$ cat src/rtl/serial_addsub_ctrl.sv
// serial_addsub_ctrl -- bit-serial add/subtract controller.
//
// Captures two WIDTH-bit operands on an accepted start. It then pushes them
// LSB-first through one NAND-built full adder, one bit per clock, with a
// registered carry loop. The assembled result is published together with a
// one-cycle done pulse.
//
// Optional feature macro: SERIAL_ADDSUB_OVF_EN
//   defined   -> signed overflow is computed at the final bit
//   undefined -> ovf is tied to 0 and no overflow logic is built
//
// Ports:
//   clk        rising-edge clock
//   rst_n      asynchronous active-low reset
//   start      request, sampled only in IDLE
//   sub        0 = A+B, 1 = A-B (captured with start)
//   op_a,op_b  operands (captured with start)
//   busy       high while the serial run is in progress
//   done       one-cycle pulse, result valid
//   result     sum/difference, held until the next run completes
//   carry_out  final carry (for sub: 1 = no borrow)
//   ovf        signed overflow (0 when the macro is undefined)

module full_adder_nand (
  input  logic a,
  input  logic b,
  input  logic cin,
  output logic sum,
  output logic cout
);
  logic n1, n2, n3, x1, n4, n5, n6;

  assign n1   = ~(a & b);
  assign n2   = ~(a & n1);
  assign n3   = ~(b & n1);
  assign x1   = ~(n2 & n3);   // a ^ b
  assign n4   = ~(x1 & cin);
  assign n5   = ~(x1 & n4);
  assign n6   = ~(cin & n4);
  assign sum  = ~(n5 & n6);   // a ^ b ^ cin
  assign cout = ~(n1 & n4);   // a&b | cin&(a^b)
endmodule

module serial_addsub_ctrl #(
  parameter int WIDTH = 8
) (
  input  logic             clk,
  input  logic             rst_n,
  input  logic             start,
  input  logic             sub,
  input  logic [WIDTH-1:0] op_a,
  input  logic [WIDTH-1:0] op_b,
  output logic             busy,
  output logic             done,
  output logic [WIDTH-1:0] result,
  output logic             carry_out,
  output logic             ovf
);
  localparam int CW = (WIDTH > 1) ? $clog2(WIDTH) : 1;
  localparam logic [CW-1:0] LAST = CW'(WIDTH - 1);

  typedef enum logic [1:0] {
    IDLE = 2'd0,
    RUN  = 2'd1,
    DONE = 2'd2
  } state_t;

  state_t state, next_state;

  logic [WIDTH-1:0] sh_a, sh_b, result_sr;
  logic [CW-1:0]    cnt;
  logic             cy;
  logic             fa_sum, fa_cout;
  logic             accept, last_bit;

  full_adder_nand u_fa (
    .a    (sh_a[0]),
    .b    (sh_b[0]),
    .cin  (cy),
    .sum  (fa_sum),
    .cout (fa_cout)
  );

  always_ff @(posedge clk or negedge rst_n) begin
    if (!rst_n) state <= IDLE;
    else        state <= next_state;
  end

  always_comb begin
    next_state = state;
    busy       = 1'b0;
    done       = 1'b0;
    accept     = 1'b0;
    last_bit   = 1'b0;
    unique case (state)
      IDLE: begin
        if (start) begin
          accept     = 1'b1;
          next_state = RUN;
        end
      end
      RUN: begin
        busy = 1'b1;
        if (cnt == LAST) begin
          last_bit   = 1'b1;
          next_state = DONE;
        end
      end
      DONE: begin
        done       = 1'b1;
        next_state = IDLE;
      end
      default: next_state = IDLE;
    endcase
  end

  // Subtraction is A + ~B + 1: B is inverted at capture, the +1 enters
  // through the initial carry.
  always_ff @(posedge clk or negedge rst_n) begin
    if (!rst_n) begin
      sh_a      <= '0;
      sh_b      <= '0;
      result_sr <= '0;
      cnt       <= '0;
      cy        <= 1'b0;
      result    <= '0;
      carry_out <= 1'b0;
    end else if (accept) begin
      sh_a <= op_a;
      sh_b <= op_b ^ {WIDTH{sub}};
      cy   <= sub;
      cnt  <= '0;
    end else if (state == RUN) begin
      sh_a      <= sh_a >> 1;
      sh_b      <= sh_b >> 1;
      result_sr <= {fa_sum, result_sr[WIDTH-1:1]};
      cy        <= fa_cout;
      cnt       <= cnt + 1'b1;
      if (last_bit) begin
        result    <= {fa_sum, result_sr[WIDTH-1:1]};
        carry_out <= fa_cout;
      end
    end
  end

`ifdef SERIAL_ADDSUB_OVF_EN
  // During the last bit, cy holds the carry into the MSB; ovf is carry-in
  // versus carry-out of the MSB.
  always_ff @(posedge clk or negedge rst_n) begin
    if (!rst_n)        ovf <= 1'b0;
    else if (last_bit) ovf <= cy ^ fa_cout;
  end
`else
  assign ovf = 1'b0;
`endif

endmodule

$ cat config.mk
export PLATFORM = sky130hd
export DESIGN_NAME = serial_addsub_ctrl
export DESIGN_NICKNAME = d
export VERILOG_FILES = /design/src/rtl/serial_addsub_ctrl.sv
export SDC_FILE = /design/constraint.sdc
export NUM_CORES = 1
export LEC_CHECK = 0
export CAP_MARGIN = 40
export CORE_ASPECT_RATIO = 1.75
export CORE_MARGIN = 1.5
export CORE_UTILIZATION = 47
export DETAILED_ROUTE_END_ITERATION = 16
export GPL_TIMING_DRIVEN = 1
export PLACE_DENSITY = 0.79
export SYNTH_ARGS = -nofsm -noshare
export SYNTH_HDL_FRONTEND = slang
export SYNTH_SLANG_ARGS = --single-unit
$ cat constraint.sdc
create_clock -name clk -period 1.4 [get_ports clk]
set_input_delay 0.14 -clock clk [delete_from_list [all_inputs] [get_ports clk]]
set_output_delay 0.14 -clock clk [all_outputs]
set_load 0.01 [all_outputs]
# ---- Word level (Yosys, flattened, before mapping)
# Cells that the tools add are included.
dict set report totals {
  reg_bits 39
  in_bits 20
  output_inout_bits 12
  wordCells 56
}
dict set report op_classes {
  addsub 1
  eq_ne 5
  mux 17
  bitwise_logic 20
  n_reduce_logical 5
}
# op count
set ops {}
lappend ops {{$mux W8} 4}
lappend ops {{$not A1 Y1} 10}
lappend ops {{$and A1 B1 Y1} 9}
lappend ops {{$mux W1} 8}
lappend ops {{$xor A8 B8 Y8} 1}
lappend ops {{$mux W3} 2}
lappend ops {{$mux W2} 2}
lappend ops {{$ne A2 B2 Y1 const B} 2}
lappend ops {{$pmux W2 S2} 1}
lappend ops {{$reduce_and A2 Y1} 2}
lappend ops {{$add A3 B1 Y3 const B} 1}
lappend ops {{$eq A3 B3 Y1 const B} 1}
lappend ops {{$reduce_and A3 Y1} 1}
lappend ops {{$eq A2 B1 Y1 const B} 1}
lappend ops {{$eq A2 B2 Y1 const B} 1}
lappend ops {{$logic_not A2 Y1} 1}
lappend ops {{$reduce_bool A2 Y1} 1}

# ---- Logic depth before layout (Yosys ltp)
dict set report depth {
  ltp_word 12
  ltp_mapped 7
  mapped_depth_nobuf 4
}

# ---- Hierarchy
# From an unflattened synthesis, not the netlist that was laid out.
dict set report unflattened {
  cells_unflattened 162
  area_unflattened_um2 1848.0
}
# module instances cells_each area_each_um2 seq_area_each_um2
set modules_own_cells {}
lappend modules_own_cells {serial_addsub_ctrl 1 161 1828.0 950.9}
lappend modules_own_cells {full_adder_nand 1 1 20.0 0.0}

# ---- Least setup slack after synthesis
# No wires, ideal clock.
dict set report synth_timing {
  path_kind {flip-flop to flip-flop}
  startpoint {register cnt[0]}
  endpoint {register carry_out}
  setup_time_ns 0.125
  arrival_time_ns 1.229
  required_ns 1.275
  slack_ns 0.046
  path_stages_with_launch 5
  n_path_buf 0
  synth_period_minus_slack_ns 1.354
  cell_sequence {dfrtp_1 > ha_1 > ha_1 > nand2_8 > mux2_4}
}
dict set report synth_via {
  elab_chain_len 4
}
# item line_no
set synth_rtl {}
lappend synth_rtl {{start, declared} 71} ;# logic [CW-1:0] cnt;
lappend synth_rtl {{start signal, assigned} 138} ;# cnt <= cnt + 1'b1;
lappend synth_rtl {{$eq A3 B3 Y1} 104} ;# if (cnt == LAST) begin
lappend synth_rtl {{$mux W1} 104}
lappend synth_rtl {{$mux W1} 95} ;# unique case (state)
lappend synth_rtl {{$reduce_and A3 Y1 (no line)} n/a}
lappend synth_rtl {{end signal, assigned} 141} ;# carry_out <= fa_cout;
lappend synth_rtl {{end, declared} 56} ;# output logic carry_out,
# No other way between the ends.
# A chain may end at the register's enable or synchronous reset.

# ---- Final worst setup path
dict set report layout_timing {
  startpoint {register state[1]}
  endpoint {register sh_b[3]}
}
dict set report layout_via {
  elab_chain_len 3
  elab_cells_between_ends 5
  classes_between {eq/ne (1); mux (2); reduce/logical (2)}
}
# item line_no
set layout_rtl {}
lappend layout_rtl {{start, declared} 68} ;# state_t state, next_state;
lappend layout_rtl {{start signal, assigned} 86} ;# else state <= next_state;
lappend layout_rtl {{$logic_not A2 Y1} 95}
lappend layout_rtl {{$mux W1} 95}
lappend layout_rtl {{$mux W8 or $reduce_bool A2 Y1 (tied branches)} n/a}
lappend layout_rtl {{end signal, assigned} 130} ;# sh_b <= op_b ^ {WIDTH{sub}};
lappend layout_rtl {{end signal, assigned} 135} ;# sh_b <= sh_b >> 1;
lappend layout_rtl {{end, declared} 70} ;# logic [WIDTH-1:0] sh_a, sh_b, result_sr;
# Parallel ways exist; a longest one is shown, timed or not.

==> results.py <==
metrics = {
    "synthesis": {
        "syn_nets": 186,
        "netlist_instances": 163,
        "netlist_area_um2": 1820,
        "yosysSeqAreaShare_pct": 52.3,
        "syn_area_per_cell_um2": 11.2,
        "synth_warnings": 0,
        "ys_ff_latch": 38,
        "yosysUniqueCellTypes": 23,
    },
    "finish": {
        "final_cells": 258,
        "nets": 234,
        "diodes": 0,
        "layout_common_cells": "dfrtp_1 (37), clkdlybuf4s50_1 (28), nand2_1 (25)",
        "final_common_cell": "dfrtp_1",
        "syn_to_final_growth_pct": 35.6,
        "drive_above_1_share_pct": 22.6,
        "fin_util_pct": 67.3,
    },
    "worst_setup_path": {
        "critPathKind": "flip-flop to flip-flop",
        "crit_path_top_delay_cell": "dfrtp_1",
        "arrival_ns": 1.55,
        "crit_path_max_fanout": 7,
        "crit_path_cell_trace": "buf_6 > buf_12 > nor3b_4 > buf_6 > mux2i_1 > o21ai_1",
        "cp_num_buf_inv": 3,
        "slowest_delay_ns": 0.40,
        "required_ns": 1.57,
        "startpoint_type": "flip-flop",
        "cp-end-kind": "flip-flop",
        "critPathTopFamily": "flip-flops",
        "cp_common_cell": "buf_6",
    },
    "sta": {
        "min_period_ns": 1.37,
        "rsz0062_at_grt": "yes",
        "setup_tns_ns": 0,
        "slew_violations": 0,
        "setup_viol": 0,
        "hold_viol": 0,
        "finalCritPeriodShare_pct": 98.1,
        "finalClockSkew_ns": 0.00419,
        "fmax_mhz": 728,
    },
    "power_and_ir_drop": {
        "power.density_nw_per_um2": 1970,
        "ir_drop_v": 0.00117,
        "leakagePower_uw": 0.00113,
    },
    "detailed_routing": {
        "route.detailed.drc": 0,
        "ant_nets": 0,
        "drt_iter0_markers": 52,
        "vias_per_cell": 5.42,
        "vias": 1399,
        "dr.pass1.iters": 4,
        "routedWlPerCell_um": 15.9,
        "drt-total-wl_um": 4100,
    },
    "floorplan": {
        "die_h_um": 85.3,
        "start_util_pct": 49.6,
        "die_x_um": 50.0,
        "fp.dieArea_um2": 4270,
        "num_rows": 29,
        "core_um2": 3660,
        "io-pin-count": 32,
    },
    "place": {
        "post-dp-hpwl_um": 2710,
        "port_buffers": 30,
        "place_congestion": 0.805,
        "dp.cells": 242,
    },
    "clock_tree": {
        "cts_buffers": 5,
        "cts.sinks": 38,
        "clk_pin_slew_ns": 0.08,
        "hold_buffers": 0,
        "root_buffer": "clkbuf_8",
        "clk_latency_ns": 0.29,
        "htree_levels": 2,
        "cts_buffer_depth": 2,
        "cts_tree": "built",
    },
    "global_route": {
        "grt_start_max_net_pins": 39,
        "grt_overflow": 0,
        "grt.total_usage_pct": 20.9,
        "grt_pass1_vias": 1436,
        "grt_pass1_wl_um": 6810,
        "antenna_found_initial": 0,
    },
    "worst_hold_path": {
        "hold_class": "input pin to async pin",
    },
    "job": {
        "cap_viol_max_count": 0,
    },
    "outcome": {
        "status": "finished clean",
    },
}
## per-stage QoR
step | power, µW | hold slack (ns) | area (µm²) | setup slack, ns
3_3_place_gp | 3600 | 0.464 | 2240 | -0.0594
6_report | 4850 | 0.223 | 2470 | 0.0264
4_1_cts | 4770 | 0.234 | 2410 | -0.0601
5_1_grt | 5170 | 0.245 | 2470 | -0.0469
3_5_place_dp | 3720 | 0.475 | 2240 | -0.0637
2_1_floorplan | 2990 | -0.156 | 1820 | 0.0461
## flip-flops by register name (all words and copies together) (netlist names)
name and cells:
cnt 3, result 8, sh_b 8, carry_out 1, state 2, result_sr 7
cy 1, sh_a 8
## path summary, 6_finish.rpt
| kind | slack [ns] | from | end | cells after the start |
|---|---|---|---|---|
| min in group clk | 0.46 | op_a[7] | sh_a[7] | 2 |
| setup / recovery | 0.03 | state[1] | sh_b[3] | 6 |
| hold / removal | 0.22 | rst_n | result_sr[2] | 2 |
| hold reg to reg | 0.48 | result_sr[1] | result_sr[1] | 2 |
| setup reg to reg | 0.03 | state[1] | sh_b[3] | 6 |
| max in group asynchronous | 0.97 | rst_n | state[0] | 2 |
## kinds of logic after synthesis
| logic type | Yosys count | synth area share (%) |
|---|---|---|
| compound gates | 46 | 15.4 |
| simple gates | 42 | 12.4 |
| flops | 38 | 52.3 |
| buf+inv | 13 | 4.26 |
| mux | 12 | 9.08 |
| xor+xnor | 8 | 3.85 |
| fa+ha+maj | 3 | 2.48 |
| other cells | 1 | 0.206 |
## layer usage
layer  wire (µm)  global-route usage (%)
met3         130                    4.93
met5           0                       0
met1        1610                    24.0
met4          96                    10.1
met2        2260                    35.6
## Yosys cell counts
cell      number  area (µm²)
a21oi_1       12        60.1
clkbuf_1       4        15.0
nand2_8        1        20.0
dfrtp_1       38         951
mux2_4         9         135
buf_4          1        7.51
inv_6          1        8.76
mux2i_1        3        30.0
nor3b_4        1        18.8
buf_6          2        22.5
ha_1           2        25.0
a22o_1         4        35.0
nand2b_1       1        6.26
inv_1          1        3.75
o21bai_1       2        15.0
buf_2          4        20.0
nor2b_1       14        87.6
fa_1           1        20.0
o21ai_0       16        80.1
xor2_1         8        70.1
a22oi_1       12        90.1
nand2_1       25        93.8
conb_1         1        3.75
## where the power goes
group / leakage, µW / internal (µW) / switching [µW]
Sequential: 0.000482 / 1560 / 338
Clock: 0.0000579 / 524 / 387
Combinational: 0.000593 / 1110 / 935
Total: 0.00113 / 3190 / 1660
## what timing repair did
| item | 4_1_cts | 5_1_grt |
|---|---|---|
| cloned | 1 | 0 |
| setup buffers | 3 | 4 |
| gates resized for setup | 13 | 8 |
| pin swaps | 1 | 3 |
| setup endpoints to repair | 11 | 20 |
## layout make-up
| type | instances | area [µm²] |
|---|---|---|
| repair buffers | 51 | 497 |
| inverters | 2 | 12.5 |
| multi-input cells | 113 | 838 |
| fillers | 260 | 1200 |
| clock buffers | 5 | 68.8 |
| flip-flops and latches | 38 | 952 |
| clock inverters | 3 | 40.0 |
| well taps | 46 | 57.6 |
(Power assumes the default switching activity.)
